### config.mk
export PLATFORM = sky130hd
export DESIGN_NAME = mac_seq_ctrl
export DESIGN_NICKNAME = d
export VERILOG_FILES = /design/src/rtl/mac_seq_ctrl.sv
export SDC_FILE = /design/constraint.sdc
export NUM_CORES = 1
export LEC_CHECK = 0
export BUFFER_PORTS_ARGS = -buffer_cell sky130_fd_sc_hd__buf_2
export CORE_MARGIN = 10
export CORE_UTILIZATION = 36
export DETAILED_ROUTE_END_ITERATION = 6
export GPL_ROUTABILITY_DRIVEN = 0
export SYNTH_ARGS = -nofsm -noshare
export SYNTH_HDL_FRONTEND = slang
export SYNTH_SLANG_ARGS = --single-unit
### constraint.sdc
create_clock -name clk_i -period 3.4 [get_ports clk_i]
set_input_delay 0.34 -clock clk_i [delete_from_list [all_inputs] [get_ports clk_i]]
set_output_delay 0.34 -clock clk_i [all_outputs]
set_load 0.01 [all_outputs]
### src/rtl/mac_seq_ctrl.sv
// mac_seq_ctrl: command sequencer for a single MAC block.
// Takes one command, pulses the MAC local reset to load the init value, and
// streams operand beats into the MAC. Results come back one per beat in
// multiply-only mode, or one per command in accumulate mode.
module mac_seq_ctrl #(
    parameter int MIN_W  = 8,
    parameter int ACC_W  = 32,
    parameter int CONF_W = 3,
    parameter int LEN_W  = 8
) (
    input  logic                    clk_i,
    input  logic                    rst_i,
    input  logic                    cmd_valid_i,
    output logic                    cmd_ready_o,
    input  logic [LEN_W-1:0]        cmd_len_i,
    input  logic [1:0]              cmd_mode_i,
    input  logic                    cmd_acc_i,
    input  logic [ACC_W-1:0]        cmd_init_i,
    input  logic                    op_valid_i,
    output logic                    op_ready_o,
    input  logic [MIN_W-1:0]        op_b0_i,
    input  logic [4*MIN_W-1:0]      op_a_i,
    output logic                    mac_rst_o,
    output logic                    mac_en_o,
    output logic [ACC_W+CONF_W-1:0] mac_cfg_o,
    output logic [MIN_W-1:0]        mac_b0_o,
    output logic [4*MIN_W-1:0]      mac_a_o,
    input  logic [ACC_W-1:0]        mac_c_i,
    output logic                    res_valid_o,
    input  logic                    res_ready_i,
    output logic [ACC_W-1:0]        res_data_o,
    output logic                    busy_o,
    output logic                    err_o
);

    typedef enum logic [2:0] {
        IDLE  = 3'd0,
        LOAD  = 3'd1,
        RUN   = 3'd2,
        DRAIN = 3'd3,
        OUT   = 3'd4
    } state_t;

    state_t                  state_q, state_d;
    logic [LEN_W-1:0]        cnt_q, cnt_d;
    logic [ACC_W+CONF_W-1:0] cfg_q, cfg_d;
    logic [4*MIN_W-1:0]      a_q, a_d;
    logic [MIN_W-1:0]        b0_q, b0_d;
    logic                    en_q, en_d;
    logic                    capt_q, capt_d;
    logic                    res_valid_q, res_valid_d;
    logic [ACC_W-1:0]        res_data_q, res_data_d;
    logic                    err_q, err_d;

    logic                    acc_mode;
    logic [ACC_W-1:0]        cfg_init;
    logic                    op_ready;
    logic                    op_fire;

    // The accumulate flag sits just above the two mode bits, init above that.
    assign acc_mode = cfg_q[2];
    assign cfg_init = cfg_q[ACC_W+CONF_W-1:CONF_W];

    // Multiply-only mode allows one beat in flight and no unconsumed result,
    // so each result is drained before the next beat enters the MAC.
    always_comb begin
        op_ready = 1'b0;
        if (state_q == RUN) begin
            op_ready = acc_mode ? 1'b1 : (!en_q && !capt_q && !res_valid_q);
        end
    end

    assign op_fire = op_valid_i && op_ready;

    // Next-state and datapath update for the sequencer FSM.
    always_comb begin
        state_d     = state_q;
        cnt_d       = cnt_q;
        cfg_d       = cfg_q;
        a_d         = a_q;
        b0_d        = b0_q;
        en_d        = 1'b0;
        capt_d      = en_q;
        res_valid_d = res_valid_q;
        res_data_d  = res_data_q;
        err_d       = 1'b0;
        case (state_q)
            IDLE: begin
                if (cmd_valid_i) begin
                    cfg_d   = {cmd_init_i, cmd_acc_i,
                               (cmd_mode_i == 2'b11) ? 2'b00 : cmd_mode_i};
                    err_d   = (cmd_mode_i == 2'b11);
                    cnt_d   = cmd_len_i;
                    state_d = LOAD;
                end
            end
            LOAD: begin
                if (cnt_q == '0) begin
                    res_data_d  = acc_mode ? cfg_init : '0;
                    res_valid_d = 1'b1;
                    state_d     = OUT;
                end else begin
                    state_d = RUN;
                end
            end
            RUN: begin
                if (res_valid_q && res_ready_i) begin
                    res_valid_d = 1'b0;
                end
                if (capt_q && !acc_mode) begin
                    res_data_d  = mac_c_i;
                    res_valid_d = 1'b1;
                end
                if (op_fire) begin
                    a_d   = op_a_i;
                    b0_d  = op_b0_i;
                    en_d  = 1'b1;
                    cnt_d = cnt_q - LEN_W'(1);
                    if (cnt_q == LEN_W'(1)) begin
                        state_d = DRAIN;
                    end
                end
            end
            DRAIN: begin
                if (capt_q && !en_q) begin
                    res_data_d  = mac_c_i;
                    res_valid_d = 1'b1;
                    state_d     = OUT;
                end
            end
            OUT: begin
                if (res_ready_i) begin
                    res_valid_d = 1'b0;
                    state_d     = IDLE;
                end
            end
            default: begin
                state_d = IDLE;
            end
        endcase
    end

    // State register; active-low synchronous reset aborts any command in progress.
    always_ff @(posedge clk_i) begin
        if (!rst_i) begin
            state_q     <= IDLE;
            cnt_q       <= '0;
            cfg_q       <= '0;
            a_q         <= '0;
            b0_q        <= '0;
            en_q        <= 1'b0;
            capt_q      <= 1'b0;
            res_valid_q <= 1'b0;
            res_data_q  <= '0;
            err_q       <= 1'b0;
        end else begin
            state_q     <= state_d;
            cnt_q       <= cnt_d;
            cfg_q       <= cfg_d;
            a_q         <= a_d;
            b0_q        <= b0_d;
            en_q        <= en_d;
            capt_q      <= capt_d;
            res_valid_q <= res_valid_d;
            res_data_q  <= res_data_d;
            err_q       <= err_d;
        end
    end

    assign cmd_ready_o = (state_q == IDLE);
    assign op_ready_o  = op_ready;
    assign mac_rst_o   = (state_q == LOAD);
    assign mac_en_o    = en_q;
    assign mac_cfg_o   = cfg_q;
    assign mac_b0_o    = b0_q;
    assign mac_a_o     = a_q;
    assign res_valid_o = res_valid_q;
    assign res_data_o  = res_data_q;
    assign busy_o      = (state_q != IDLE);
    assign err_o       = err_q;

endmodule

After elaboration in Yosys (flattened, before gate mapping)

Index checks and enable logic that the tools add are counted.
W data, S select, Z words.

Register bits after elaboration: 122
Output and inout port bits: 114

Add/sub/neg operators: 1
Equality and inequality tests: 14
Muxes and demuxes: 25
Reduce and logical (&&, ||, !) cells: 24

Operators by type and width:

| kind                  | count |
|---|---|
| $mux W32              | 4 |
| $pmux W32 S3          | 1 |
| $mux W3               | 6 |
| $mux W8               | 2 |
| $pmux W8 S2           | 1 |
| $pmux W3 S5           | 1 |
| $reduce_and A5 Y1     | 2 |
| $eq A8 B1 Y1 const B  | 1 |
| $logic_not A8 Y1      | 1 |
| $mux W1               | 8 |
| $ne A2 B2 Y1 const B  | 4 |
| $sub A8 B1 Y8 const B | 1 |
| $eq A3 B2 Y1 const B  | 2 |
| $logic_and A1 B1 Y1   | 6 |
| $ne A2 B1 Y1 const B  | 3 |
| $reduce_and A2 Y1     | 3 |
| $reduce_and A3 Y1     | 2 |
| $reduce_bool A3 Y1    | 2 |
| $logic_not A1 Y1      | 4 |
| $pmux W1 S4           | 1 |
| $reduce_and A4 Y1     | 1 |
| $reduce_bool A4 Y1    | 1 |
| $eq A3 B1 Y1 const B  | 1 |
| $eq A3 B3 Y1 const B  | 1 |
| 5 further kinds       | 5 |

Longest topological paths before layout

Gate-level depths: netlist of run 1.

Depth in word-level cells: 8
Gate-level depth with buffers: 9

Worst setup path after synthesis of run 1

OpenSTA, ideal clock, no wires.

Kind: register -> register
Start point: register cnt_q[0]
End point: register res_data_q[18], in the netlist res_data_o[18]
Library setup time: 141 ps
Data arrival time: 1705 ps
Required time: 3259 ps
Slack: 1555 ps
Stages on the path, launching flop included: 10
Buffers on the path: 2
Path through: dfxtp_1 -> inv_1 -> ha_1 -> or4b_1 -> o21ai_2 -> nand3_1 -> buf_6 -> buf_2 -> nand3_1 -> o31ai_2

Word-level cells in the longest chain between the ends: 3

RTL lines:

| what                               | RTL line | RTL |
|---|---|---|
| from (decl)                        | 45       | `logic [LEN_W-1:0] cnt_q, cnt_d;` |
| from (signal assigned)             | 158      | `cnt_q <= cnt_d;` |
| $logic_not A8 Y1                   | 98       | `if (cnt_q == '0) begin` |
| $ne A2 B1 Y1 (no source line)      | n/a      |  |
| $reduce_and A4 Y1 (no source line) | n/a      |  |
| to (signal assigned)               | 165      | `res_data_q <= res_data_d;` |
| to (decl)                          | 52       | `logic [ACC_W-1:0] res_data_q, res_data_d;` |

No other way between the ends.
A chain may end at the register's enable or synchronous reset.

Worst setup path in the final report of run 1

Start point: register cfg_q[2], in the netlist mac_cfg_o[2]
End point: output op_ready_o

Word-level cells in the longest chain between the ends: 2

RTL lines:

| what                   | RTL line | RTL |
|---|---|---|
| from (decl)            | 46       | `logic [ACC_W+CONF_W-1:0] cfg_q, cfg_d;` |
| from (signal assigned) | 159      | `cfg_q <= cfg_d;` |
| $mux W1                | 69       | `op_ready = acc_mode ? 1'b1 : (!en_q && !capt_q && !res_valid_q);` |
| $mux W1                | 68       | `if (state_q == RUN) begin` |
| to (decl)              | 20       | `output logic op_ready_o,` |

No other way between the ends.

==> results of run 1 <==
cell type report:
cell class	instances	area (µm²)	share of cell area (%)
inverter	5	21.3	0.304
multi-input combinational	484	2430	34.7
tap	180	225	3.22
sequential	122	2440	34.9
clock inverter	15	201	2.88
timing repair buffer	243	1250	17.9
clock buffer	17	425	6.07
antenna	1	2.50	0.0357
cell usage after synthesis:
cell type,n
a2111o_1,1
a211oi_1,4
a21oi_1,116
a22o_1,1
a31o_2,1
a31oi_1,3
and2_0,2
and2_1,3
buf_1,5
buf_2,13
buf_6,3
clkbuf_1,34
dfxtp_1,122
ha_1,3
inv_1,5
mux2i_1,2
nand2_1,192
nand2b_1,1
nand3_1,37
nand3b_1,4
nor2_1,49
nor2b_1,2
nor3_1,5
nor3_2,1
nor3b_1,1
nor3b_2,1
nor4_1,2
o211a_1,2
o211ai_1,1
o21ai_0,10
o21ai_1,1
o21ai_2,1
o311ai_0,1
o31ai_1,16
o31ai_2,17
or3_1,1
or3b_1,1
or4_1,1
or4b_1,1
report_power, final:
group / total [µW] / leakage (µW) / switching [µW] / internal, µW
logic: 1480 / 0.00186 / 987 / 490
clock network: 1910 / 0.000287 / 683 / 1220
registers: 1800 / 0.000990 / 176 / 1620
metrics by stage:
stage / area [µm²] / utilization, % / power (µW) / setup slack [ps]
floorplan: 5120 / - / 2840 / 1550
global placement: 6370 / 45.7 / 3320 / 1260
detailed placement: 6370 / 45.7 / 3330 / 1210
CTS: 7000 / 50.2 / 5250 / 1020
global route: 7000 / 50.3 / 5510 / 869
finish: 7000 / 50.3 / 5180 / 1080
sequential cells by signal, indices dropped and copies added (netlist names):
name and flops:
err_o 1, mac_cfg_o 35, mac_b0_o 8, state_q 3, mac_a_o 32, res_data_o 32, capt_q 1, cnt_q 8
res_valid_o 1, mac_en_o 1
layer usage:
| metal | share of wire (%) | wire length (µm) |
|---|---|---|
| met5 | 0 | 0 |
| met3 | 12 | 2160 |
| met4 | 1.5 | 259 |
| met2 | 42 | 7290 |
| met1 | 44 | 7670 |
critical path, cell delays in order, from the launching register on:
cell     delay [ps]
dfxtp_1         850
buf_4           370
nor2_1           80
nor2_1          110
buf_2           150
kinds of logic after synthesis:
logic type	synth area share (%)
flops	47.7
mux	0.391
compound gates	21.3
buf+inv	5.15
simple gates	24.8
fa+ha+maj	0.732
worst paths after layout:
kind                     start             end  slack, ps  cells after the start
hold / removal      op_a_i[13]     mac_a_o[13]        150                      3
setup reg to reg  mac_cfg_o[2]  res_data_o[16]       1210                      6
hold reg to reg    mac_a_o[23]     mac_a_o[23]        450                      2
setup / recovery  mac_cfg_o[2]      op_ready_o       1080                      4
==> reports/qor.csv, run 1 <==
metric,value,unit
crit share post-route,68.3,%
Core Area,13900,µm²
CTS HTree Levels,4,
Hold Buf Count CTS,0,
global route overflow,0,
distinct cell type count after synthesis,39,
"FF+latch count, synth",122,
via count of the first global-routing pass,5155,
gate count of the mapped netlist,666,
initial core utilization,36.8,%
iteration count of the initial detailed-routing pass,4,
unrepaired setup endpoints after global routing,no,
# resized after CTS,0,
count of standard-cell rows,43,
largest driver fanout on the critical path,22,
most frequent cells in the layout,"233 x buf_2, 192 x nand2_1, 122 x dfxtp_1, 116 x a21oi_1, 49 x nor2_1",
routing usage on met3,9.22,%
crit path time final,2320,ps
largest net degree at the start of global routing,66,
leakage power,0.00314,µW
clock latency of the later-clocked register in the worst-skew pair,420,ps
worst setup path category,reg -> out,
count of routing violations after the opening detailed-route iteration,268,
area added between synthesis and finish,36.6,%
setup fix buffers added after clock tree synthesis,0,
Worst Setup Start Kind,flip-flop,
total instance count after detailed placement,1034,
Final Setup Violations,0,
die width,139,µm
Final nets,996,
Worst Max-Slew Pin Slew,810,ps
root cell of the clock tree,clkbuf_16,
maximum clock frequency,431,MHz
drt via density,4.86,
register area share after synthesis,47.7,%
total die area,19400,µm²
required time reported for the critical path endpoint,3060,ps
warnings from Yosys,0,
Clock Pin Slew Worst Setup and Hold Paths,60,ps
mean instance size in the synthesized netlist,7.70,µm²
cell accounting for the most synthesized area,dfxtp_1,
Port Buffer Count,233,
routed vias,5185,
final hold vios,0,
result of the run,finished clean,
"Arr. time, crit path",1980,ps
Global Route Usage Sum,17.5,%
Hold Crit Class,in -> reg,
routed wire length per instance,16.3,µm
number of antenna violations at the first check in global routing,2,
drt drc,0,
layer with the highest usage after global routing,met2,
post-synth top area share,47.7,%
deepest clock path buffer count,2,
vertical die dimension,139,µm
grt met1 use,21.4,%
worst hold margin,154,ps
max-capacitance violation count,0,
power per cell area,740,nW/µm²
Worst Setup End Kind,primary output,
number of clock sinks,122,
first-pass GRT wire length,27800,µm
global-route track usage on met2,25.3,%
synthesized cell area,5120,µm²
max-slew violation count,0,
TritonCTS clock tree,built,
post-route ant nets,0,
count of non-filler cells in the finished layout,1067,
Mapped Nets,789,
fraction of final layout cells sized beyond drive strength 1,33.7,%
total negative slack for setup checks,0,ps
count of filler cells inserted in the layout,1396,
largest voltage drop on the vdd net,0.367,mV
drt total wl,17400,µm
top-level I/O count,234,
total clock buffers created by CTS,17,
HPWL after detailed placement,12500,µm
top area cells in the synthesized netlist,"dfxtp_1 48%, nand2_1 14%, a21oi_1 11%",
skew final,8.67,ps
most common library cell in the layout ignoring fill and taps,buf_2,
normalized max-slew margin,45.9,%
No activity file was read; power rests on OpenSTA's default activity.
==> run 2: changes to the inputs <==
PLACE_DENSITY = 0.67   (was not set)
clock period = 2 ns   (was 3.4 ns; I/O delays follow)
==> reports/qor.csv, run 2 (synthesis gave the netlist of run 1 again) <==
metric,value,unit,change
result of the run,finished clean,,unchanged
Final Setup Violations,0,,unchanged
largest incremental delay on the critical path,470,ps,was 850 ps
number of antenna violations at the first check in global routing,2,,unchanged
Worst Setup Start Kind,flip-flop,,unchanged
final core utilization,53.8,%,was 50.3%
final hold vios,0,,unchanged
area added between synthesis and finish,46.3,%,was 36.6%
total clock buffers created by CTS,17,,unchanged
via count of the first global-routing pass,5335,,was 5155
TritonCTS clock tree,built,,unchanged
clock latency of the later-clocked register in the worst-skew pair,420,ps,about the same
global route overflow,0,,unchanged
vertical die dimension,139,µm,unchanged
chain of cells forming the critical path,"inv_4, ha_4, or4b_4, o21ai_4, nand3_4, buf_12, clkbuf_16, o31ai_1",,"was buf_4, nor2_1, nor2_1, buf_2"
area of placed instances,6470,µm²,was 6370 µm²
power per cell area,1250,nW/µm²,was 740 nW/µm²
root cell of the clock tree,clkbuf_16,,unchanged
"Arr. time, crit path",2300,ps,was 1980 ps
max-capacitance violation count,0,,unchanged
total die area,19400,µm²,unchanged
number of clock sinks,122,,unchanged
first-pass GRT wire length,27900,µm,was 27800 µm
drt via density,4.97,,was 4.86
Global Route Usage Sum,17.5,%,about the same
count of routing violations after the opening detailed-route iteration,230,,was 268
crit share post-route,98.7,%,
unrepaired setup endpoints after global routing,yes,,was no
max reg flops,35,,unchanged
max-slew violation count,0,,unchanged
skew final,10.3,ps,was 8.67 ps
worst hold margin,11.6,ps,was 154 ps
top-level I/O count,234,,unchanged
leakage power,0.00336,µW,was 0.00314 µW
Hold Crit Class,in -> reg,,unchanged
Final nets,1026,,was 996
post-route ant nets,0,,unchanged
count of antenna diodes in the layout,0,,was 1
drt total wl,18300,µm,was 17400 µm
largest driver fanout on the critical path,9,,was 22
fraction of final layout cells sized beyond drive strength 1,36.7,%,was 33.7%
most common library cell in the layout ignoring fill and taps,buf_2,,unchanged
Clock Pin Slew Worst Setup and Hold Paths,60,ps,about the same
most frequent cells in the layout,"233 x buf_2, 192 x nand2_1, 119 x dfxtp_1, 116 x a21oi_1, 49 x nor2_1",,"was 233 x buf_2, 192 x nand2_1, 122 x dfxtp_1, 116 x a21oi_1, 49 x nor2_1"
routed wire length per instance,16.7,µm,was 16.3 µm
CTS HTree Levels,4,,unchanged
Worst Setup End Kind,flip-flop,,was primary output
largest voltage drop on the vdd net,0.595,mV,was 0.367 mV
worst setup path category,reg -> reg,,was reg -> out
deepest clock path buffer count,2,,unchanged
iteration count of the initial detailed-routing pass,5,,was 4
count of standard-cell rows,43,,unchanged
normalized max-slew margin,60.3,%,was 45.9%
maximum clock frequency,507,MHz,
crit path time final,1970,ps,
drt drc,0,,unchanged
power consumption,9360,µW,was 5180 µW
HPWL after detailed placement,12700,µm,was 12500 µm
largest net degree at the start of global routing,66,,unchanged
Port Buffer Count,233,,unchanged
initial core utilization,36.8,%,unchanged
required time reported for the critical path endpoint,2330,ps,was 3060 ps
post-layout instance area,7500,µm²,was 7000 µm²
die width,139,µm,unchanged
Worst Max-Slew Pin Slew,593,ps,was 810 ps
Core Area,13900,µm²,unchanged
library cell contributing the largest single delay on the critical path,or4b_4,,was dfxtp_1
routed vias,5442,,was 5185
## run 2: cell types whose count changed in the layout (fill, tap and decap cells not counted), moves of 4 or more
cell,delta
nand3_2,+5
o31ai_1,-6
buf_12,+5
nand3_1,-6
o31ai_4,+7
clkbuf_16,+5
dlygate4sd3_1,+11
clkinv_2,+4
buf_4,+7
## run 2: critical path, delay by kind of cell (launching register included)
family                     cells  cell delay (ps)
and+or+nand+nor                2              560
AOI/OAI and AO/OA              2              430
buffers and inverters          3              410
DFF                            1              360
adders and majority gates      1              130
## run 2: area by class of cell
class,count,area (µm²)
well taps,180,225
fillers,1315,6440
repair buffers,273,1660
flip-flops and latches,122,2450
inverters,5,23.8
clock inverters,12,100
multi-input cells,484,2590
clock buffers,20,447
## run 2: path summary, 6_finish.rpt
kind | depth (start not counted) | slack, ps | endpoint | start
max | 8 | 30 | res_data_o[7] | cnt_q[0]
min | 3 | 10 | mac_a_o[3] | op_a_i[3]
max reg2reg | 8 | 30 | res_data_o[7] | cnt_q[0]
min reg2reg | 2 | 450 | mac_a_o[12] | mac_a_o[12]
## run 2: metal layers
layer | track usage, % | part of all wire [%] | vias up
met5 | 0 | 0.15 | -
met4 | 5.66 | 1.5 | 4
met3 | 10.0 | 12 | 23
met2 | 27.4 | 47 | 212
met1 | 19.5 | 39 | 2469
li1 | - | - | 2734
## run 2: where the power goes
group | switching (µW) | internal, µW
combinational | 2040 | 1430
clock | 1120 | 1730
sequential | 280 | 2760
## run 2: timing repair
| action | in CTS | in global routing |
|---|---|---|
| endpoints found under the hold margin | 11 | 0 |
| endpoints found under the setup margin | 0 | 38 |
| hold buffers | 11 | 0 |
| buffers inserted | 0 | 3 |
| resized for setup | 0 | 34 |
## run 2: stage by stage
stage	setup TNS (ps)	setup WS (ps)	instances
detailed placement	0	61.0	1042
floorplan	0	155	666
CTS	0	25.1	1085
global placement	0	137	1042
finish	0	26.9	1096
global route	-247	-60.0	1096
